**src/rtl/tone_envelope_if.sv**
```systemverilog
// tone_envelope_if: tone, note strobe and envelope status signals between sequencer and envelope stage
interface tone_envelope_if #(parameter int ENV_BW = 8);
  logic tone_i;
  logic note_strb_i;
  logic rest_i;
  logic enable_i;
  logic sound_o;
  logic [ENV_BW-1:0] level_o;
  logic [2:0] state_o;
  modport master (output tone_i, note_strb_i, rest_i, enable_i, input sound_o, level_o, state_o);
  modport slave (input tone_i, note_strb_i, rest_i, enable_i, output sound_o, level_o, state_o);
endinterface

```
**src/rtl/tone_envelope.sv**
```systemverilog
// tone_envelope: ADSR envelope that gates the raw tone with a duty PWM of the envelope level
module tone_envelope #(
  parameter int ENV_BW = 8,
  parameter int ATTACK_STEP = 2400,
  parameter int DECAY_STEP = 4800,
  parameter int RELEASE_STEP = 1200,
  parameter int SUSTAIN_LEVEL = 160
) (
  input logic clk,
  input logic rst_n,
  tone_envelope_if.slave bus
);
  typedef enum logic [2:0] {IDLE = 3'd0, ATTACK = 3'd1, DECAY = 3'd2, SUSTAIN = 3'd3, RELEASE = 3'd4} state_t;
  localparam logic [ENV_BW-1:0] MAX = {ENV_BW{1'b1}};
  localparam logic [ENV_BW-1:0] SUS = SUSTAIN_LEVEL[ENV_BW-1:0];
  state_t state, state_d;
  logic [ENV_BW-1:0] level, level_d, duty;
  logic [31:0] presc, presc_d, len;
  logic step, clr, gate, sound;
  always_comb begin
    len = state == ATTACK ? ATTACK_STEP : state == DECAY ? DECAY_STEP : state == RELEASE ? RELEASE_STEP : 32'd0;
    step = (len != 32'd0) && (presc == len - 32'd1);
  end
  always_comb begin
    state_d = state;
    level_d = level;
    clr = 1'b0;
    if (!bus.enable_i && level == '0) state_d = IDLE;
    else if (!bus.enable_i && state != RELEASE) state_d = RELEASE;
    else if (bus.enable_i && bus.note_strb_i) begin
      clr = 1'b1;
      state_d = !bus.rest_i ? ATTACK : level != '0 ? RELEASE : IDLE;
    end else begin
      case (state)
        ATTACK: if (step) begin
          level_d = level == MAX ? MAX : level + 1'b1;
          if (level >= MAX - 1'b1) state_d = DECAY;
        end
        DECAY: begin
          if (level <= SUS) state_d = SUSTAIN;
          else if (step) level_d = level - 1'b1;
        end
        SUSTAIN: state_d = SUSTAIN;
        RELEASE: begin
          if (level == '0) state_d = IDLE;
          else if (step) begin
            level_d = level - 1'b1;
            if (level == 1) state_d = IDLE;
          end
        end
        default: begin
          state_d = IDLE;
          level_d = '0;
        end
      endcase
    end
    presc_d = (clr || step || state_d != state || len == 32'd0) ? 32'd0 : presc + 32'd1;
  end
  assign gate = (level == MAX) || (duty < level);
  always_ff @(posedge clk) begin
    if (!rst_n) begin
      state <= IDLE;
      level <= '0;
      presc <= '0;
      duty <= '0;
      sound <= 1'b0;
    end else begin
      state <= state_d;
      level <= level_d;
      presc <= presc_d;
      duty <= duty + 1'b1;
      sound <= bus.tone_i & gate & bus.enable_i;
    end
  end
  assign bus.sound_o = sound;
  assign bus.level_o = level;
  assign bus.state_o = state;
endmodule

```
**src/flat_wrapper.sv**
```systemverilog
// flat-port wrapper written by rule: the top's interface ports become plain ports
module tone_envelope_flat 
#(
  parameter int ENV_BW = 8,
  parameter int ATTACK_STEP = 2400,
  parameter int DECAY_STEP = 4800,
  parameter int RELEASE_STEP = 1200,
  parameter int SUSTAIN_LEVEL = 160
)
  (clk, rst_n, bus_tone_i, bus_note_strb_i, bus_rest_i, bus_enable_i, bus_sound_o, bus_level_o, bus_state_o);
  tone_envelope_if #(.ENV_BW(ENV_BW)) bus_i ();
  input logic clk;
  input logic rst_n;
  input wire logic [$bits(bus_i.tone_i)-1:0] bus_tone_i;
  input wire logic [$bits(bus_i.note_strb_i)-1:0] bus_note_strb_i;
  input wire logic [$bits(bus_i.rest_i)-1:0] bus_rest_i;
  input wire logic [$bits(bus_i.enable_i)-1:0] bus_enable_i;
  output wire logic [$bits(bus_i.sound_o)-1:0] bus_sound_o;
  output wire logic [$bits(bus_i.level_o)-1:0] bus_level_o;
  output wire logic [$bits(bus_i.state_o)-1:0] bus_state_o;
  assign bus_i.tone_i = bus_tone_i;
  assign bus_i.note_strb_i = bus_note_strb_i;
  assign bus_i.rest_i = bus_rest_i;
  assign bus_i.enable_i = bus_enable_i;
  assign bus_sound_o = bus_i.sound_o;
  assign bus_level_o = bus_i.level_o;
  assign bus_state_o = bus_i.state_o;
  tone_envelope #(.ENV_BW(ENV_BW), .ATTACK_STEP(ATTACK_STEP), .DECAY_STEP(DECAY_STEP), .RELEASE_STEP(RELEASE_STEP), .SUSTAIN_LEVEL(SUSTAIN_LEVEL)) u_core (.clk(clk), .rst_n(rst_n), .bus(bus_i));
endmodule
```
**config.mk**
```make
export PLATFORM = sky130hd
export DESIGN_NAME = tone_envelope_flat
export DESIGN_NICKNAME = d
export VERILOG_FILES = /design/src/rtl/tone_envelope_if.sv /design/src/rtl/tone_envelope.sv /design/src/flat_wrapper.sv
export SDC_FILE = /design/constraint.sdc
export NUM_CORES = 1
export LEC_CHECK = 0
export BUFFER_PORTS_ARGS = -buffer_cell sky130_fd_sc_hd__buf_2
export CAP_MARGIN = 20
export CORE_MARGIN = 3
export CORE_UTILIZATION = 63
export CTS_BUF_LIST = sky130_fd_sc_hd__clkbuf_4
export DETAILED_ROUTE_END_ITERATION = 12
export PLACE_DENSITY_LB_ADDON = 0.08
export SYNTH_ARGS = -nofsm -noshare
export SYNTH_HDL_FRONTEND = slang
export SYNTH_SLANG_ARGS = --single-unit
```
**constraint.sdc**
```tcl
create_clock -name clk -period 4.15 [get_ports clk]
set_clock_uncertainty 0.2 [all_clocks]
set_input_delay 0.415 -clock clk [delete_from_list [all_inputs] [get_ports clk]]
set_output_delay 0.415 -clock clk [all_outputs]
set_load 0.005 [all_outputs]
```
# After elaboration in Yosys (flattened, before gate mapping)
# Cells that the tools add are included.
[totals]
register_bits = 52
latchBits = 0
ramBits = 0
mem_bits_ro = 0
input_bits = 6
output_inout_bits = 12
word_cells = 71
mem_count = 0
[classes]
addsub = 5
mul = 0
n_div = 0
magnitude_cmp = 3
eq_ne = 12
shift = 0
mux = 24
bitwise_logic = 7
n_reduce_logical = 15
[ops]
columns = ["op", "count"]
rows = [
  ["two-way mux 32 bit", 2],
  ["two-way mux 8 bit", 5],
  ["two-way mux 3 bit", 11],
  ["adder 32 x 1 -> 32 bit, second input constant", 1],
  ["== test 32 bit", 1],
  ["logical NOT 32 bit", 1],
  ["one-hot mux 8 bit (4 select lines)", 1],
  ["nonzero test 32 bit", 1],
  ["subtractor 32 x 1 -> 32 bit, second input constant", 1],
  ["adder 8 x 1 -> 8 bit, second input constant", 2],
  ["one-hot mux 3 bit (4 select lines)", 1],
  ["two-way mux 11 bit", 1],
  ["== test 8 x 1 -> 1 bit, second input constant", 1],
  ["== test 8 bit, second input constant", 1],
  ["greater-or-equal comparator 8 bit, second input constant", 1],
  ["less-or-equal comparator 8 bit, second input constant", 1],
  ["logical NOT 8 bit", 1],
  ["less-than comparator 8 bit", 1],
  ["nonzero test 8 bit", 1],
  ["subtractor 8 x 1 -> 8 bit, second input constant", 1],
  ["AND reduction 7 bit", 1],
  ["== test 3 x 2 -> 1 bit, second input constant", 2],
  ["inverter 1 bit", 5],
  ["logical AND 1 bit", 4],
  ["other kinds (11)", 18],
]

# Longest topological paths before layout
# Gate-level depths: netlist of the first run.
[logic_depth]
word_depth = 17
depth_mapped = 11
depth_no_buf = 10

# Worst setup path before layout of the first run
# No wires, ideal clock.
[synth_path]
path_type = "reg2reg"
from = "register u_core.state[1], in the netlist u_core.bus.state_o[1]"
to = "register u_core.level[4], in the netlist u_core.bus.level_o[4]"
setup_time_ns = 0.119
t_arrival_ns = 2.760
required_ns = 3.831
slack_ns = 1.071
stages_incl_launch_ff = 10
n_path_buf = 1
period_less_slack_ns = 3.079
path_cell_list = "dfxtp_1 > clkbuf_1 > nor3b_2 > nor2_1 > ha_1 > a2111oi_2 > nand4b_1 > a2111oi_4 > o21ai_2 > o221a_1"
[synth_between]
elab_chain_cells = 10
elab_cells_between_ends = 23
cone_classes = "add/sub (1); eq/ne (9); mux (7); bitwise (2); reduce/logical (4)"
[synth_rtl]
columns = ["element", "line", "text"]
rows = [
  ["start: declaration", "tone_envelope.sv:16", "state_t state, state_d;"],
  ["start signal: assignment", "tone_envelope.sv:68", "state <= state_d;"],
  ["== test 3 bit", "tone_envelope.sv:21, tone_envelope.sv:34", ""],
  ["two-way mux 11 bit", "tone_envelope.sv:21", "len = state == ATTACK ? ATTACK_STEP : state == DECAY ? DECAY_STEP : state == RELEASE ? RELEASE_STEP : 32'd0;"],
  ["two-way mux 32 bit (2 in a row)", "tone_envelope.sv:21", ""],
  ["subtractor 32 x 1 -> 32 bit", "tone_envelope.sv:22", "step = (len != 32'd0) && (presc == len - 32'd1);"],
  ["== test 32 bit", "tone_envelope.sv:22", ""],
  ["logical AND 1 bit", "tone_envelope.sv:22", ""],
  ["two-way mux 8 bit", "n/a", ""],
  ["two-way mux 8 bit, on equally long branches", "n/a", ""],
  ["one-hot mux 8 bit (4 select lines)", "tone_envelope.sv:34", "case (state)"],
  ["end signal: assignment", "tone_envelope.sv:69", "level <= level_d;"],
  ["end: declaration", "tone_envelope.sv:17", "logic [ENV_BW-1:0] level, level_d, duty;"],
]
# Several ways; a longest one is shown, not always the timed one. The select of a mux whose other input is x is not followed.
# A chain may end at the register's enable or synchronous reset.

# Final worst setup path of the first run
[layout_path]
from = "register u_core.state[2], in the netlist u_core.bus.state_o[2]"
to = "register u_core.presc[29]"
[layout_between]
elab_chain_cells = 17
elab_cells_between_ends = 31
cone_classes = "add/sub (1); eq/ne (7); mux (15); reduce/logical (8)"
[layout_rtl]
columns = ["element", "line", "text"]
rows = [
  ["== test 3 bit", "tone_envelope.sv:21, tone_envelope.sv:34", ""],
  ["two-way mux 11 bit", "tone_envelope.sv:21", ""],
  ["two-way mux 32 bit (2 in a row)", "tone_envelope.sv:21", ""],
  ["subtractor 32 x 1 -> 32 bit", "tone_envelope.sv:22", ""],
  ["== test 32 bit", "tone_envelope.sv:22", ""],
  ["logical AND 1 bit", "tone_envelope.sv:22", ""],
  ["two-way mux 3 bit", "tone_envelope.sv:46", "else if (step) begin"],
  ["two-way mux 3 bit", "tone_envelope.sv:45", "if (level == '0) state_d = IDLE;"],
  ["one-hot mux 3 bit (4 select lines)", "tone_envelope.sv:34", ""],
  ["two-way mux 3 bit", "tone_envelope.sv:30", "else if (bus.enable_i && bus.note_strb_i) begin"],
  ["two-way mux 3 bit", "tone_envelope.sv:29", "else if (!bus.enable_i && state != RELEASE) state_d = RELEASE;"],
  ["two-way mux 3 bit", "tone_envelope.sv:28", "if (!bus.enable_i && level == '0) state_d = IDLE;"],
  ["inequality test 3 bit", "tone_envelope.sv:57", "presc_d = (clr || step || state_d != state || len == 32'd0) ? 32'd0 : presc + 32'd1;"],
  ["logical OR 1 bit", "tone_envelope.sv:57", ""],
  ["logical OR 1 bit (*)", "tone_envelope.sv:57", ""],
  ["OR reduction 2 bit (no line) (*)", "n/a", ""],
  ["end signal: assignment", "tone_envelope.sv:70", "presc <= presc_d;"],
  ["end: declaration", "tone_envelope.sv:18", "logic [31:0] presc, presc_d, len;"],
]
# Mark *: on every way between the ends. The rest lies on a longest branch, timed or not.

==> out/metrics.csv, run 1 <==
stage,metric,value,unit
grt,gr usage total,0.238,
layout,fin nets,409,
route,drt first pass iters,6,
clock_network,root buffer cell,clkbuf_4,
place,placed inst area,3210,um2
worst_setup_path,worst reg-to-reg setup slack,0.52,ns
pwr,pwr dens,239,nW/um2
logic_synthesis,Syn Inst Count,380,
timing,f_max,0.276,GHz
logic_synthesis,syn_area_per_cell,8.16,um2
die,Initial Util,0.679,
die,FP Rows,24,
place,GPL Wtd Cong,0.947,
logic_synthesis,number of synthesized register bits,52,
route,Avg WL per Cell,14.9,um
timing,Final Critical Period,3.63,ns
grt,vias in the first global route,2534,
route,final wirelength,6810,um
logic_synthesis,"EDFF count, synth",0,
grt,initial antenna violation count,0,
clock_network,CTS buffer count,5,
status,status,finished clean,
place,port bufs,17,
worst_setup_path,Setup crit end kind,flip-flop,
grt,first-pass GRT wire length,11600,um
route,routed vias/inst,6.00,
logic_synthesis,ys async rst share,0,
die,Top Ports,18,
die,Die Ht,76.1,um
layout,"most common cell after layout, fill and taps aside",nor2_1,
grt,GR Overflow Total,0,
worst_setup_path,kind of critical path,reg -> reg,
layout,Antenna diodes,0,
clock_network,CTS tree,done,
route,via count,2736,
die,core footprint,4560,um2
worst_setup_path,CP Data Required Time,4.21,ns
clock_network,Clock transition at path regs,0.16,ns
logic_synthesis,area of the mapped netlist,3100,um2
layout,layout cell share with drive strength beyond 1,0.105,
timing,Slew headroom,0.466,
timing,# setup viols final,0,
clock_network,Post-CTS Resized,0,
timing,Setup TNS,0,ns
clock_network,CTS max path bufs,2,
layout,Final Cell Area,3260,um2
layout,"commonest non-fill, non-tap cells in the layout","nor2_1 (56), dfxtp_1 (52), nand2_1 (33), xnor2_1 (20), nand3_1 (20)",
pwr,Leakage,1.19,nW
min_path,Hold Path Class,in -> reg,
die,Die Width,76.1,um
logic_synthesis,Synth cell types,55,
job,max-cap violation count,0,
clock_network,hold-fix buffers at CTS,0,
clock_network,"Setup Fix Bufs, Post-CTS",0,
timing,Tcrit/Tclk final,0.874,
logic_synthesis,Post-synth top flop,dfxtp_1,
grt,largest net degree at the start of global routing,33,
clock_network,H-tree levels,2,
pwr,Max rail drop VDD,0.215,mV
place,post-detail-place hpwl,4940,um
clock_network,CTS Sinks,52,
timing,final hold violations,0,
route,ANT nets after route,0,
worst_setup_path,Worst EP arrival,3.69,ns
clock_network,Worst-Skew Late Latency,0.38,ns
timing,setup repair after global routing missed its margin,false,
route,Detailed Route Iter0 Violations,335,
route,DRC Markers,0,
logic_synthesis,syn nets,399,
timing,Slew @ Worst Pin,0.799,ns
die,full die area,5800,um2
worst_setup_path,startpoint types,flip-flop,
logic_synthesis,"Seq/Total Area, Yosys",0.336,
layout,Layout area overhead,5.21,%
timing,"Slew Viols, Final",0,
worst_setup_path,CP Max Fanout,32,
logic_synthesis,synth warn,0,
==> layout make-up <==
cell class | count | area (um2)
repair buffers | 21 | 115
clock inverters | 3 | 17.5
well taps | 65 | 81.3
inverters | 16 | 60.1
multi-input cells | 294 | 1910
flip-flops and latches | 52 | 1040
fillers | 382 | 1300
clock buffers | 5 | 37.5
==> kinds of logic (layout without fill, tap and decap cells) <==
| family | count (synthesis) | count (layout) | synth area share |
|---|---|---|---|
| flops | 52 | 52 | 0.336 |
| fa+ha+maj | 13 | 13 | 0.0525 |
| mux | 5 | 5 | 0.0166 |
| simple gates | 181 | 181 | 0.293 |
| xor+xnor | 39 | 39 | 0.110 |
| buf+inv | 34 | 45 | 0.0484 |
| compound gates | 56 | 56 | 0.143 |
==> path summary, 6_finish.rpt <==
check / startpoint / depth (start not counted) / end
worst max register to register: u_core.bus.state_o[2] / 10 / u_core.presc[29]
worst min-delay path: bus_note_strb_i / 2 / u_core.bus.state_o[1]
worst min register to register: u_core.presc[0] / 1 / u_core.presc[0]
worst max-delay path: u_core.bus.state_o[2] / 10 / u_core.presc[29]
==> per-stage QoR <==
stage                     worst slack, ns  utilization  power, W  hold WS, ns  instances
after floorplan                      1.07            -  0.000546        0.221        380
after global placement              0.723        0.702  0.000557        0.239        448
after detailed placement            0.602        0.702  0.000558        0.260        448
after CTS                           0.566        0.714  0.000790       0.0394        456
after global routing                0.226        0.714  0.000812       0.0550        456
final                               0.522        0.714  0.000779       0.0518        456
==> Yosys cell counts, types with 3 or more instances <==
cell type	n	area (um2)
nor2b_1	3	18.8
o21ai_0	8	40.0
a21o_1	3	22.5
xor2_1	19	166
nand4_1	8	50.1
o32ai_1	3	26.3
o221a_1	3	33.8
a31oi_1	3	18.8
dfxtp_1	52	1040
nand2b_1	4	25.0
nand4b_1	4	35.0
nor3_1	13	65.1
buf_6	3	33.8
nor2_1	56	210
and3_1	14	87.6
nand3_1	20	100
inv_1	15	56.3
a21oi_1	11	55.1
nand2_1	33	124
mux2i_1	4	40.0
xnor2_1	20	175
nor3b_1	4	30.0
clkbuf_1	15	56.3
and2_1	4	25.0
ha_1	13	163
nor4_1	7	43.8
o221a_2	3	33.8
==> power breakdown <==
group          internal, W  switching (W)  leakage (nW)
logic            0.0000174      0.0000245         0.736
clock network    0.0000658       0.000166        0.0330
registers         0.000503     0.00000356         0.419
total             0.000586       0.000194          1.19
==> metal layers <==
| layer | GRT usage | up-vias | routed length [um] |
|---|---|---|---|
| li1 | - | 1362 | - |
| met1 | 0.320 | 1269 | 3240 |
| met2 | 0.377 | 93 | 3020 |
| met3 | 0.0532 | 12 | 426 |
| met4 | 0.0833 | 0 | 125 |
| met5 | 0 | - | 0 |
==> critical path, stage by stage, from the launching register on <==
cell and delay, ns:
dfxtp_1 0.66, xnor2_1 0.17, nor2_1 0.40, nor2_1 0.18
ha_1 0.28, a2111oi_2 0.35, nand4b_1 0.19, a2111oi_4 0.30
buf_4 0.20, a2111o_2 0.46, nor2_1 0.10
==> state kept, by name, indices dropped and copies added, names as in the netlist <==
register	cells
u_core.duty	8
u_core.bus.sound_o	1
u_core.bus.state_o	3
u_core.bus.level_o	8
u_core.presc	32
(Power assumes the default switching activity.)
==> inputs of run 2 (changes only) <==
--- a/config.mk
+++ b/config.mk
@@ -5,10 +5,10 @@
 export SDC_FILE = /design/constraint.sdc
 export NUM_CORES = 1
 export LEC_CHECK = 0
-export BUFFER_PORTS_ARGS = -buffer_cell sky130_fd_sc_hd__buf_2
+export BUFFER_PORTS_ARGS = -buffer_cell sky130_fd_sc_hd__buf_4
 export CAP_MARGIN = 20
 export CORE_MARGIN = 3
-export CORE_UTILIZATION = 63
+export CORE_UTILIZATION = 68
 export CTS_BUF_LIST = sky130_fd_sc_hd__clkbuf_4
 export DETAILED_ROUTE_END_ITERATION = 12
 export PLACE_DENSITY_LB_ADDON = 0.08
==> constraint.sdc (replaced) <==
create_clock -name clk -period 4.4 [get_ports clk]
set_clock_uncertainty 0.2 [all_clocks]
set_input_delay 0.44 -clock clk [delete_from_list [all_inputs] [get_ports clk]]
set_output_delay 0.44 -clock clk [all_outputs]
set_load 0.005 [all_outputs]
==> out/metrics.csv, run 2 (synthesized netlist as in run 1, its figures left out) <==
stage,metric,value,unit,change
clock_network,H-tree levels,2,,unchanged
layout,layout cell share with drive strength beyond 1,0.0979,,-0.00692
clock_network,"Setup Fix Bufs, Post-CTS",0,,unchanged
worst_setup_path,slowest CP cell,dfxtp_1,,
worst_setup_path,crit path launch,u_core.bus.state_o[1],,
worst_setup_path,CP Data Required Time,4.44,ns,+0.23 ns
layout,Antenna diodes,0,,unchanged
timing,final setup margin,0.574,ns,+0.0527 ns
min_path,HP Start,bus_note_strb_i,,
layout,Largest Register,u_core.presc,,
grt,first-pass GRT wire length,12200,um,+5.5%
place,Post-Place Worst Slack,0.726,ns,+0.124 ns
layout,Layout area overhead,5.29,%,about the same
place,post-detail-place hpwl,5080,um,+2.9%
timing,Slew headroom,0.534,,+0.0672
clock_network,Post-CTS Resized,0,,unchanged
worst_setup_path,CP Max Fanout,32,,unchanged
worst_setup_path,reg2reg start,u_core.bus.state_o[1],,
place,GPL Wtd Cong,0.937,,-0.96%
worst_setup_path,startpoint types,flip-flop,,
grt,gr usage total,0.283,,+0.0448
route,Avg WL per Cell,16.1,um,+7.9%
die,Die Ht,73.5,um,-3.5%
timing,Setup TNS,0,ns,unchanged
clock_network,CTS buffer count,5,,unchanged
min_path,Hold Path Class,in -> reg,,
die,Die Width,73.5,um,-3.5%
worst_setup_path,worst reg-to-reg setup slack,0.57,ns,+0.05 ns
place,port bufs,17,,unchanged
layout,fin nets,406,,-0.73%
worst_setup_path,Most common cell on crit path,nor2_1,,
grt,initial antenna violation count,0,,unchanged
timing,final hold violations,0,,unchanged
grt,vias in the first global route,2617,,+3.3%
worst_setup_path,Setup crit end kind,flip-flop,,
worst_setup_path,Worst EP arrival,3.87,ns,+0.18 ns
clock_network,Clock transition at path regs,0.15,ns,about the same
pwr,Leakage,1.17,nW,-1.4%
clock_network,CTS max path bufs,2,,unchanged
worst_setup_path,Buf/Inv on CP,0,,-1
status,status,finished clean,,
timing,f_max,0.261,GHz,-5.2%
pwr,pwr dens,226,nW/um2,-5.3%
worst_setup_path,"slowest stage delay, CP",0.66,ns,about the same
clock_network,root buffer cell,clkbuf_4,,
timing,Tcrit/Tclk final,0.869,,-0.00482
route,Detailed Route Iter0 Violations,375,,+12%
clock_network,CTS tree,done,,
layout,max reg flops,32,,unchanged
layout,Fillers,322,,-16%
grt,GR Overflow Total,0,,unchanged
die,FP Rows,23,,-4.2%
die,Top Ports,18,,unchanged
clock_network,Worst-Skew Late Latency,0.37,ns,about the same
timing,Final Critical Period,3.83,ns,+0.197 ns
layout,"most common cell after layout, fill and taps aside",nor2_1,,
job,max-cap violation count,0,,unchanged
timing,# setup viols final,0,,unchanged
route,routed vias/inst,6.39,,+6.6%
clock_network,CTS Sinks,52,,unchanged
route,via count,2801,,+2.4%
timing,setup repair after global routing missed its margin,false,,
die,core footprint,4200,um2,-7.9%
route,DRC Markers,0,,unchanged
timing,"Slew Viols, Final",0,,unchanged
layout,"commonest non-fill, non-tap cells in the layout","nor2_1 (56), dfxtp_1 (52), nand2_1 (33), xnor2_1 (20), nand3_1 (20)",,
grt,largest net degree at the start of global routing,33,,unchanged
route,ANT nets after route,0,,unchanged
worst_setup_path,CP cell instances,"xnor2_1, nor2_1, nor2_1, ha_1, a2111oi_2, nand4b_1, a2111oi_4, a2111o_2, nor2_1",,
pwr,Max rail drop VDD,0.154,mV,-28%
die,full die area,5400,um2,-6.8%
worst_setup_path,kind of critical path,reg -> reg,,
die,Initial Util,0.738,,+0.0586
timing,Slew @ Worst Pin,0.698,ns,-0.101 ns
clock_network,hold-fix buffers at CTS,0,,unchanged
worst_setup_path,cell family with most CP delay,compound AO/OA/AOI/OAI gates,,
route,final wirelength,7060,um,+3.6%
route,drt first pass iters,6,,unchanged
[run 2: path summary, 6_finish.rpt]
path | to | cells past startpoint
min | u_core.bus.state_o[1] | 2
min reg2reg | u_core.presc[0] | 1
max | u_core.presc[18] | 9
max reg2reg | u_core.presc[18] | 9
[run 2: layout make-up]
class                           count  area [um2]  share of cell area
Tap cell                           50        62.6              0.0192
Clock buffer                        6        45.0              0.0138
Multi-Input combinational cell    294        1910               0.585
Sequential cell                    52        1040               0.319
Timing Repair Buffer               18         135              0.0414
Clock inverter                      2        11.3             0.00345
Inverter                           16        60.1              0.0184
[run 2: stage by stage]
step,power (W),instances,instance area [um2],util,hold WS [ns]
global route,0.000768,438,3260,0.777,0.0454
detailed placement,0.000528,430,3210,0.763,0.263
global placement,0.000526,430,3210,0.763,0.241
finish,0.000739,438,3260,0.777,0.0471
CTS,0.000741,438,3260,0.777,0.0396
floorplan,0.000515,380,3100,-,0.221
[run 2: report_power, final]
group / internal (W) / switching, W / total, W
Clock: 0.0000674 / 0.000153 / 0.000220
Sequential: 0.000474 / 0.00000379 / 0.000478
Combinational: 0.0000177 / 0.0000228 / 0.0000405
Total: 0.000559 / 0.000180 / 0.000739
[run 2: routing by layer]
metal  global-route usage  routed length, um  vias to the layer above  share of wire
li1                     -                  -                     1358              -
met1                0.395               3180                     1308           0.45
met2                0.453               3220                      122           0.46
met3               0.0506                571                       13          0.081
met4               0.0684                 86                        0          0.012
met5                    0                  0                        -              0
[run 2: worst reg2reg max path, delay by kind of cell, from the launching register on]
| kind | cells | cell delay, ns |
|---|---|---|
| fa+ha+maj | 1 | 0.29 |
| flops | 1 | 0.66 |
| xor+xnor | 1 | 0.19 |
| simple gates | 4 | 0.91 |
| compound gates | 3 | 1.45 |
